$ cat config.mk
export PLATFORM = sky130hd
export DESIGN_NAME = bcd_stopwatch
export DESIGN_NICKNAME = d
export VERILOG_FILES = /design/src/rtl/bcd_stopwatch_pkg.sv /design/src/rtl/bcd_stopwatch_digit.sv /design/src/rtl/bcd_stopwatch.sv
export SDC_FILE = /design/constraint.sdc
export NUM_CORES = 1
export LEC_CHECK = 0
export BUFFER_PORTS_ARGS = -buffer_cell sky130_fd_sc_hd__buf_4
export CORE_ASPECT_RATIO = 0.6
export CORE_MARGIN = 2
export CORE_UTILIZATION = 35
export CTS_CLUSTER_DIAMETER = 80
export DETAILED_ROUTE_END_ITERATION = 12
export GPL_TIMING_DRIVEN = 0
export PLACE_DENSITY = 0.5
export SLEW_MARGIN = 20
export SYNTH_ARGS = -nofsm -noshare
export SYNTH_HDL_FRONTEND = slang
export SYNTH_HIERARCHICAL = 1
export SYNTH_SLANG_ARGS = --single-unit
$ cat constraint.sdc
create_clock -name Clock -period 7.4 [get_ports Clock]
set_clock_uncertainty 0.2 [all_clocks]
set_input_delay 0.37 -clock Clock [delete_from_list [all_inputs] [get_ports Clock]]
set_output_delay 0.37 -clock Clock [all_outputs]
set_load 0.05 [all_outputs]
$ cat src/rtl/bcd_stopwatch_pkg.sv
// Shared types and constants for the BCD stopwatch and its decade counters.
package stopwatch_pkg;

    // Run/stop/clear controller states.
    typedef enum logic [1:0] {
        IDLE = 2'd0,
        RUN  = 2'd1,
        STOP = 2'd2
    } state_t;

    // One BCD digit, valid range 0..9.
    typedef logic [3:0] bcd_t;

    localparam bcd_t DIGIT_MAX = 4'd9;

    // Next decade value; anything at or above the maximum returns to zero so a
    // digit can never leave 0..9.
    function automatic bcd_t bcd_next(input bcd_t d);
        return (d >= DIGIT_MAX) ? '0 : bcd_t'(d + 4'd1);
    endfunction

endpackage

$ cat src/rtl/bcd_stopwatch_digit.sv
// Single decade counter: advances when enabled, clears synchronously, and
// raises carry when it is about to roll over from 9 to 0.
module bcd_digit
    import stopwatch_pkg::*;
(
    input  logic Clock,
    input  logic Reset,
    input  logic clr,
    input  logic en,
    output bcd_t digit,
    output logic carry
);

    bcd_t digit_q;
    bcd_t digit_d;

    // Clear has priority over counting.
    always_comb begin
        digit_d = digit_q;
        if (clr) begin
            digit_d = '0;
        end else if (en) begin
            digit_d = bcd_next(digit_q);
        end
    end

    // Digit register.
    always_ff @(posedge Clock or posedge Reset) begin
        if (Reset) begin
            digit_q <= '0;
        end else begin
            digit_q <= digit_d;
        end
    end

    assign digit = digit_q;
    assign carry = en && (digit_q == DIGIT_MAX);

endmodule

$ cat src/rtl/bcd_stopwatch.sv
// Four-digit SS.CC stopwatch: button conditioning, centisecond prescaler,
// run/stop/clear controller, cascaded decade counters and lap freeze.
module bcd_stopwatch
    import stopwatch_pkg::*;
#(
    parameter int unsigned CLK_DIV = 500000
)
(
    input  logic       Clock,
    input  logic       Reset,
    input  logic       StartStop,
    input  logic       Clear,
    input  logic       Lap,
    output logic [3:0] D3,
    output logic [3:0] D2,
    output logic [3:0] D1,
    output logic [3:0] D0,
    output logic       Running,
    output logic       Frozen,
    output logic       Wrap
);

    localparam int unsigned   PW        = $clog2(CLK_DIV);
    localparam logic [PW-1:0] PRESC_MAX = PW'(CLK_DIV - 1);

    localparam int unsigned BTN_SS  = 0;
    localparam int unsigned BTN_CLR = 1;
    localparam int unsigned BTN_LAP = 2;

    // ------------------------------------------------------------------
    // Button conditioning: two-flop synchronizer plus rising-edge detect
    // ------------------------------------------------------------------
    logic [2:0] btn_meta_q;
    logic [2:0] btn_sync_q;
    logic [2:0] btn_prev_q;
    logic [2:0] btn_pulse;

    // Synchronize the three buttons and remember the previous synchronized level.
    always_ff @(posedge Clock or posedge Reset) begin
        if (Reset) begin
            btn_meta_q <= '0;
            btn_sync_q <= '0;
            btn_prev_q <= '0;
        end else begin
            btn_meta_q <= {Lap, Clear, StartStop};
            btn_sync_q <= btn_meta_q;
            btn_prev_q <= btn_sync_q;
        end
    end

    assign btn_pulse = btn_sync_q & ~btn_prev_q;

    // ------------------------------------------------------------------
    // Controller
    // ------------------------------------------------------------------
    state_t state_q;
    state_t state_d;

    // Next state; in STOP a simultaneous Clear beats StartStop.
    always_comb begin
        state_d = state_q;
        case (state_q)
            IDLE: begin
                if (btn_pulse[BTN_SS]) begin
                    state_d = RUN;
                end
            end
            RUN: begin
                if (btn_pulse[BTN_SS]) begin
                    state_d = STOP;
                end
            end
            STOP: begin
                if (btn_pulse[BTN_CLR]) begin
                    state_d = IDLE;
                end else if (btn_pulse[BTN_SS]) begin
                    state_d = RUN;
                end
            end
            default: begin
                state_d = IDLE;
            end
        endcase
    end

    // State register.
    always_ff @(posedge Clock or posedge Reset) begin
        if (Reset) begin
            state_q <= IDLE;
        end else begin
            state_q <= state_d;
        end
    end

    // ------------------------------------------------------------------
    // Prescaler
    // ------------------------------------------------------------------
    logic [PW-1:0] presc_q;
    logic [PW-1:0] presc_d;
    logic          tick;

    // The tick depends on the current state only, so a tick coinciding with
    // RUN->STOP still lands.
    assign tick = (state_q == RUN) && (presc_q == PRESC_MAX);

    // Count only in RUN, hold in STOP, zero whenever the controller is headed to IDLE.
    always_comb begin
        presc_d = presc_q;
        if (state_d == IDLE) begin
            presc_d = '0;
        end else if (state_q == RUN) begin
            presc_d = tick ? '0 : presc_q + PW'(1);
        end
    end

    // Prescaler register.
    always_ff @(posedge Clock or posedge Reset) begin
        if (Reset) begin
            presc_q <= '0;
        end else begin
            presc_q <= presc_d;
        end
    end

    // ------------------------------------------------------------------
    // Cascaded decade counters
    // ------------------------------------------------------------------
    logic [4:0]     chain;
    bcd_t [3:0]     live_cnt;
    logic           count_clr;

    assign chain[0]  = tick;
    assign count_clr = (state_d == IDLE);

    for (genvar i = 0; i < 4; i++) begin : g_digit
        bcd_digit u_digit (
            .Clock (Clock),
            .Reset (Reset),
            .clr   (count_clr),
            .en    (chain[i]),
            .digit (live_cnt[i]),
            .carry (chain[i+1])
        );
    end

    logic wrap_q;

    // Carry out of the top digit marks the 99.99 -> 00.00 rollover.
    always_ff @(posedge Clock or posedge Reset) begin
        if (Reset) begin
            wrap_q <= 1'b0;
        end else begin
            wrap_q <= chain[4];
        end
    end

    // ------------------------------------------------------------------
    // Lap freeze
    // ------------------------------------------------------------------
    logic        frozen_q;
    logic        frozen_d;
    logic [15:0] snap_q;
    logic [15:0] snap_d;

    // Lap toggles only while staying in RUN; leaving RUN or any Clear pulse unfreezes.
    // The snapshot captures the pre-edge live count on the 0->1 toggle.
    always_comb begin
        frozen_d = frozen_q;
        snap_d   = snap_q;
        if ((state_d != RUN) || btn_pulse[BTN_CLR]) begin
            frozen_d = 1'b0;
        end else if ((state_q == RUN) && btn_pulse[BTN_LAP]) begin
            frozen_d = ~frozen_q;
        end
        if (!frozen_q && frozen_d) begin
            snap_d = live_cnt;
        end
    end

    // Freeze flag and snapshot registers.
    always_ff @(posedge Clock or posedge Reset) begin
        if (Reset) begin
            frozen_q <= 1'b0;
            snap_q   <= '0;
        end else begin
            frozen_q <= frozen_d;
            snap_q   <= snap_d;
        end
    end

    // ------------------------------------------------------------------
    // Outputs: driven only from registers
    // ------------------------------------------------------------------
    assign {D3, D2, D1, D0} = frozen_q ? snap_q : live_cnt;
    assign Running          = (state_q == RUN);
    assign Frozen           = frozen_q;
    assign Wrap             = wrap_q;

endmodule

==> flow_summary.ini, run 1 <==
[global_routing]
grt_usage_pct = 15.9
grt_pass1_vias = 2482
grt_busiest_layer = met1
globalRouteMet2Util_pct = 21.1
grt_first_pass_wirelength_mm = 13.0
grt_max_degree = 49
overflow = 0
grtUsageMet1_pct = 23.8
grtUsageMet3_pct = 4.12
antenna_found_initial = 0

[min_path]
hold_path.class = reg -> reg

[synthesis]
seq_area_frac_synth_pct = 46.5
synthArstFlopShare_pct = 100
yosys.cell_types.count = 46
netlist_area_sq_um = 3450
synth_nets = 334
avgSynthCellArea_sq_um = 10.9
synth_edf_count = 0
ys_seq_elements = 64
synthCells = 316
synth-main-ff-cell = dfrtp_1
yosysWarnings = 6

[power]
power_density_nw_per_um2 = 224
p_leak_nw = 1.81
irDropWorstVdd_v = 0.000142

[placement]
dp_hpwl_mm = 5.34
dp_cells = 470
pre_cts_slack_ns = 3.37
port_buffers = 23
gp_congestion = 0.748

[layout]
fillerInstances = 895
mostFrequentLayoutCell = dfrtp_1
diodes = 0
final_cell_mix = dfrtp_1 (64), mux2_2 (32), buf_4 (23)
stdcell_count = 490
final_util_pct = 44.3
area_growth_syn_to_layout_pct = 20.2
multi_input_area_sq_um = 1700
drive_gt1_share_pct = 28.9
fin_nets = 373
regArea_sq_um = 1600

[setup_path]
crit_end = g_digit[3].u_digit/digit[2]$_DFFE_PP0P_
critPathMaxFanout = 9
r2r-start = presc_q[12]$_DFFE_PP0P_
critPathRequiredTime_ns = 7.44
reg2reg_slack_ns = 3.34
reg2regPathDepth = 16
startpoint_type = flop
endpoint_kind = flop
reg2reg_to = g_digit[3].u_digit/digit[2]$_DFFE_PP0P_
critical_path_class = reg -> reg
cp.arrival_ns = 4.10
critPathLaunch = presc_q[12]$_DFFE_PP0P_

[sta]
setup_viol = 0
layout_setup_ws_ns = 3.34
period_share_pct = 54.8
clock.fmax_mhz = 246
rsz0062_at_grt = no
period_needed_ns = 4.06
worst_pin_slew_ns = 0.810
tns_ns = 0
hold_viol = 0
hold_ws_ns = 0.145
slew_headroom_pct = 45.7
slew_violations = 0

[floorplanning]
initial_core_util_pct = 36.8
rows = 27
pin_count = 24
die_h_microns = 80.9
die_area_sq_um = 10700
fp.dieW_microns = 132
coreArea_sq_um = 9360

[clock_network]
clk_path_buf_depth = 2
clkSinkCount = 64
cts_made_buffers = 9
clockRootBuffer = clkbuf_16
cts_tree = done
htreeDepth = 3
clk_pin_slew_ns = 0.05
clock_latency_ns = 0.33

[routing]
drtPass1Iterations = 4
vias_per_cell = 5.35
remaining_drc_errors = 0
wirelength_mm = 7.75
postRouteAntennaNets = 0
wire_per_inst_microns = 15.8
vias = 2621
drt-initial-drc-count = 225

[flow_run]
drv_cap = 0

[run_status]
status = finished clean
## final cells by class
| type | count | area share (%) |
|---|---|---|
| multi-input combinational | 219 | 41.1 |
| buffer | 15 | 1.81 |
| tap | 130 | 3.93 |
| sequential | 64 | 38.7 |
| timing repair buffer | 28 | 5.50 |
| clock buffer | 13 | 6.28 |
| inverter | 18 | 1.69 |
| clock inverter | 3 | 0.967 |
## Yosys cell counts (10+ instances only)
master | number | area, sq um
dfrtp_1 | 64 | 1600
a21oi_1 | 18 | 90.1
nand2b_1 | 11 | 68.8
ha_1 | 13 | 163
nor2_1 | 11 | 41.3
inv_1 | 18 | 67.6
mux2_2 | 32 | 360
or4_1 | 10 | 75.1
o31ai_1 | 13 | 97.6
nand2_1 | 14 | 52.6
## critical path, stage by stage (launching register included)
cell and delay [ns]:
dfrtp_1 0.42, or4b_1 0.53, or4_4 0.47, nor2_1 0.11, buf_2 0.22, nand2_1 0.09, nor3b_1 0.24, buf_2 0.23
nand2_1 0.09, nor3b_1 0.19, buf_2 0.22, nand2_1 0.09, nor3b_1 0.21, buf_2 0.23, and2b_2 0.17, a21oi_2 0.05
a211oi_2 0.19
## metrics by stage
stage	power, W	instance area (sq um)
final	0.000928	4140
after CTS	0.000940	4140
after global placement	0.000502	3780
after floorplan	0.000462	3450
after detailed placement	0.000510	3800
after global routing	0.000970	4140
## how the worst min path moves through the flow
stage | depth (start not counted) | endpoint | slack [ns] | startpoint
floorplan | 1 | g_digit[0].u_digit/digit[0]$_DFFE_PP0P_ | -0.06 | Reset
global placement | 2 | g_digit[2].u_digit/digit[1]$_DFFE_PP0P_ | 0.11 | Reset
detailed placement | 2 | g_digit[2].u_digit/digit[3]$_DFFE_PP0P_ | 0.12 | Reset
CTS | 0 | btn_sync_q[0]$_DFF_PP0_ | 0.15 | btn_meta_q[0]$_DFF_PP0_
global route | 0 | btn_sync_q[0]$_DFF_PP0_ | 0.16 | btn_meta_q[0]$_DFF_PP0_
finish | 0 | btn_sync_q[0]$_DFF_PP0_ | 0.15 | btn_meta_q[0]$_DFF_PP0_
## sequential cells by signal, summed over array words and instances, names as in the netlist
name / count
Frozen: 1
Wrap: 1
btn_meta_q: 3
btn_prev_q: 3
btn_sync_q: 3
g_digit.u_digit/digit: 16
presc_q: 19
snap_q: 16
state_q: 2
## timing repair
item / 4_1_cts / 5_1_grt
hold buffers: 4 / 0
hold endpoints to repair: 19 / 0
gates resized for setup: 0 / 0
setup buffers: 0 / 0
## metal layers
metal | wire [microns] | up-vias
met2 | 3050 | 65
met3 | 395 | 14
met5 | 0 | -
li1 | - | 1249
met4 | 139 | 0
met1 | 4170 | 1293
## where the power goes
| part | total, W | leakage [nW] | switching, W | internal, W |
|---|---|---|---|---|
| Sequential | 0.000370 | 0.871 | 0.0000105 | 0.000360 |
| Combinational | 0.000135 | 0.794 | 0.0000918 | 0.0000430 |
| Clock | 0.000423 | 0.150 | 0.000145 | 0.000278 |
| Total | 0.000928 | 1.81 | 0.000247 | 0.000681 |
## cells by family after synthesis
logic type	share of synthesized area [%]
XOR/XNOR	0.508
AND/OR/NAND/NOR	20.0
flip-flops	46.5
buffers and inverters	4.14
multiplexers	10.7
adder cells (fa/ha/maj)	4.72
AO/OA/AOI/OAI	13.4
(Power assumes the default switching activity.)
==> run 2, diff against run 1 <==
--- a/config.mk
+++ b/config.mk
@@ -12,7 +12,7 @@
 export CTS_CLUSTER_DIAMETER = 80
 export DETAILED_ROUTE_END_ITERATION = 12
 export GPL_TIMING_DRIVEN = 0
-export PLACE_DENSITY = 0.5
+export PLACE_DENSITY = 0.52
 export SLEW_MARGIN = 20
 export SYNTH_ARGS = -nofsm -noshare
 export SYNTH_HDL_FRONTEND = slang
==> constraint.sdc (replaced) <==
create_clock -name Clock -period 3.4 [get_ports Clock]
set_clock_uncertainty 0.2 [all_clocks]
set_input_delay 0.17 -clock Clock [delete_from_list [all_inputs] [get_ports Clock]]
set_output_delay 0.17 -clock Clock [all_outputs]
set_load 0.05 [all_outputs]
==> flow_summary.ini, run 2 (synthesized netlist as in run 1, its figures left out) <==
[power]
power_frac_comb_pct = 14.0
p_sw_share_pct = 25.9
p_seq_share_pct = 38.8
switching_power_w = 0.000539
power_w = 0.00208
power_density_nw_per_um2 = 477
internal-power_w = 0.00154
p_leak_nw = 1.94
irDropWorstVdd_v = 0.000278
clkPwrFrac_pct = 47.2

[routing]
wire_per_inst_microns = 15.4
highest_layer = met4
wirelength_mm = 7.76
drtPass1Iterations = 4
drt-initial-drc-count = 155
vias_per_cell = 5.21
wl_met2_mm = 3.16
vias = 2623
postRouteAntennaNets = 0
route.met3.wl_microns = 324
wl_met1_mm = 4.14
remaining_drc_errors = 0

[layout]
fillerInstances = 886
drive_gt1_share_pct = 34.6
mostFrequentLayoutCell = dfrtp_1
largest_register = presc_q
largest_register_ffs = 19
final_cell_mix = dfrtp_1 (64), buf_4 (36), mux2_2 (32)
multi_input_area_sq_um = 1780
area_growth_syn_to_layout_pct = 26.7
regArea_sq_um = 1600
fin_area_sq_um = 4360
diodes = 0
fin_nets = 386

[run_status]
failed_checks = setup timing
status = finished with violations

[setup_path]
crit_family = simple AND/OR/NAND/NOR gates
cp_slowest_cell = or4b_1
critPathMaxFanout = 7
startpoint_type = flop
path_common_cell = nand2_4
critPathRequiredTime_ns = 3.45
cp.arrival_ns = 3.50
critical_path_class = reg -> reg
crit_chain = or4b_1 > or4_4 > nor2_4 > buf_6 > nand2_4 > nor3b_2 > buf_4 > nand2_4 > nor3b_4 > buf_6 > nand2_4 > nor3b_2 > buf_4 > and2b_2 > a21oi_2 > a211oi_2
crit_buf_inv = 4
critPathMaxStageDelay_ns = 0.51
endpoint_kind = flop

[sta]
period_needed_ns = 3.45
clock.fmax_mhz = 290
worst_pin_slew_ns = 0.710
hold_viol = 0
slew_headroom_pct = 52.4
layout_setup_ws_ns = -0.0476
rsz0062_at_grt = yes
period_share_pct = 101
setup_viol = 5
slew_violations = 0

[placement]
place_area_sq_um = 3850
gp_congestion = 0.753
dp_hpwl_mm = 5.27
port_buffers = 23
pre_cts_slack_ns = -0.440

[global_routing]
grt_first_pass_wirelength_mm = 13.0
antenna_found_initial = 0
grt_max_degree = 33
grt_pass1_vias = 2555
grt_usage_pct = 15.7
overflow = 0

[min_path]
hold_path.class = in -> async

[flow_run]
drv_cap = 0

[floorplanning]
rows = 27
fp.dieW_microns = 132
initial_core_util_pct = 36.8
die_h_microns = 80.9
pin_count = 24
coreArea_sq_um = 9360
die_area_sq_um = 10700

[clock_network]
htreeDepth = 3
clockRootBuffer = clkbuf_16
clk_pin_slew_ns = 0.05
clk_path_buf_depth = 2
cts_tree = done
clkSinkCount = 64
cts_made_buffers = 9
clock_latency_ns = 0.33
-- run 2: cell types whose count changed in the layout (fill, tap and decap cells not counted), moves of 2 or more --
cell / delta
nor3b_2: +2
buf_6: +3
nor3b_4: +2
nand2_4: +3
nand2_2: +2
nand2_1: -5
nor3b_1: -4
buf_2: -4
buf_4: +13
nor2_1: -2
-- run 2: worst reg2reg max path, stage by stage, from the launching register on --
cell	delay [ns]
dfrtp_1	0.40
or4b_1	0.51
or4_4	0.46
nor2_4	0.12
buf_6	0.13
nand2_4	0.05
nor3b_2	0.17
buf_4	0.14
nand2_4	0.05
nor3b_4	0.25
buf_6	0.15
nand2_4	0.04
nor3b_2	0.17
buf_4	0.18
and2b_2	0.16
a21oi_2	0.05
a211oi_2	0.13
-- run 2: area by class of cell --
type                    count  share of cell area [%]
repair buffers             41                    7.83
plain buffers              15                    2.12
clock inverters             3                    1.49
clock buffers              13                    5.73
multi-input cells         219                    40.9
flip-flops and latches     64                    36.7
inverters                  18                    1.55
well taps                 130                    3.73
-- run 2: final timing paths --
kind                                         startpoint                                 endpoint  slack, ns  cells past startpoint
worst max-delay path            presc_q[10]$_DFFE_PP0P_  g_digit[3].u_digit/digit[2]$_DFFE_PP0P_      -0.05                     16
worst min-delay path                              Reset  g_digit[0].u_digit/digit[0]$_DFFE_PP0P_       0.13                      3
worst max register to register  presc_q[10]$_DFFE_PP0P_  g_digit[3].u_digit/digit[2]$_DFFE_PP0P_      -0.05                     16
worst min register to register  btn_meta_q[0]$_DFF_PP0_                  btn_sync_q[0]$_DFF_PP0_       0.15                      0
max in group asynchronous                         Reset                     state_q[1]$_DFF_PP0_       2.26                      4
min in group Clock              btn_meta_q[0]$_DFF_PP0_                  btn_sync_q[0]$_DFF_PP0_       0.15                      0
-- run 2: through the flow --
| step | std cells | hold slack, ns | setup TNS [ns] | util (%) |
|---|---|---|---|---|
| 2_1_floorplan | 316 | -0.264 | 0 | - |
| 3_3_place_gp | 469 | -0.0830 | -1.63 | 40.8 |
| 3_5_place_dp | 471 | -0.0804 | -1.75 | 41.2 |
| 4_1_cts | 502 | 0.122 | -0.216 | 46.1 |
| 5_1_grt | 503 | 0.134 | -0.810 | 46.6 |
| 6_report | 503 | 0.126 | -0.136 | 46.6 |
-- run 2: power groups by stage --
| stage | Clock [W] | Sequential (W) | Combinational [W] |
|---|---|---|---|
| after global routing | 0.00105 | 0.000808 | 0.000319 |
| after detailed placement | 0 | 0.000818 | 0.000290 |
| final | 0.000981 | 0.000807 | 0.000292 |
| after global placement | 0 | 0.000818 | 0.000269 |
| after CTS | 0.00101 | 0.000805 | 0.000294 |
| after floorplan | 0 | 0.000816 | 0.000191 |
-- run 2: layer usage --
metal	global-route usage, %	up-vias
li1	-	1277
met1	23.0	1300
met2	21.4	35
met3	5.06	11
met4	5.98	0
met5	0	-
-- run 2: what timing repair did --
| item | CTS | global route |
|---|---|---|
| hold buffers | 4 | 0 |
| endpoints found under the hold margin | 35 | 0 |
| pin swaps | 10 | 2 |
| setup buffers | 11 | 1 |
| gates resized for setup | 5 | 11 |
| setup endpoints to repair | 6 | 6 |
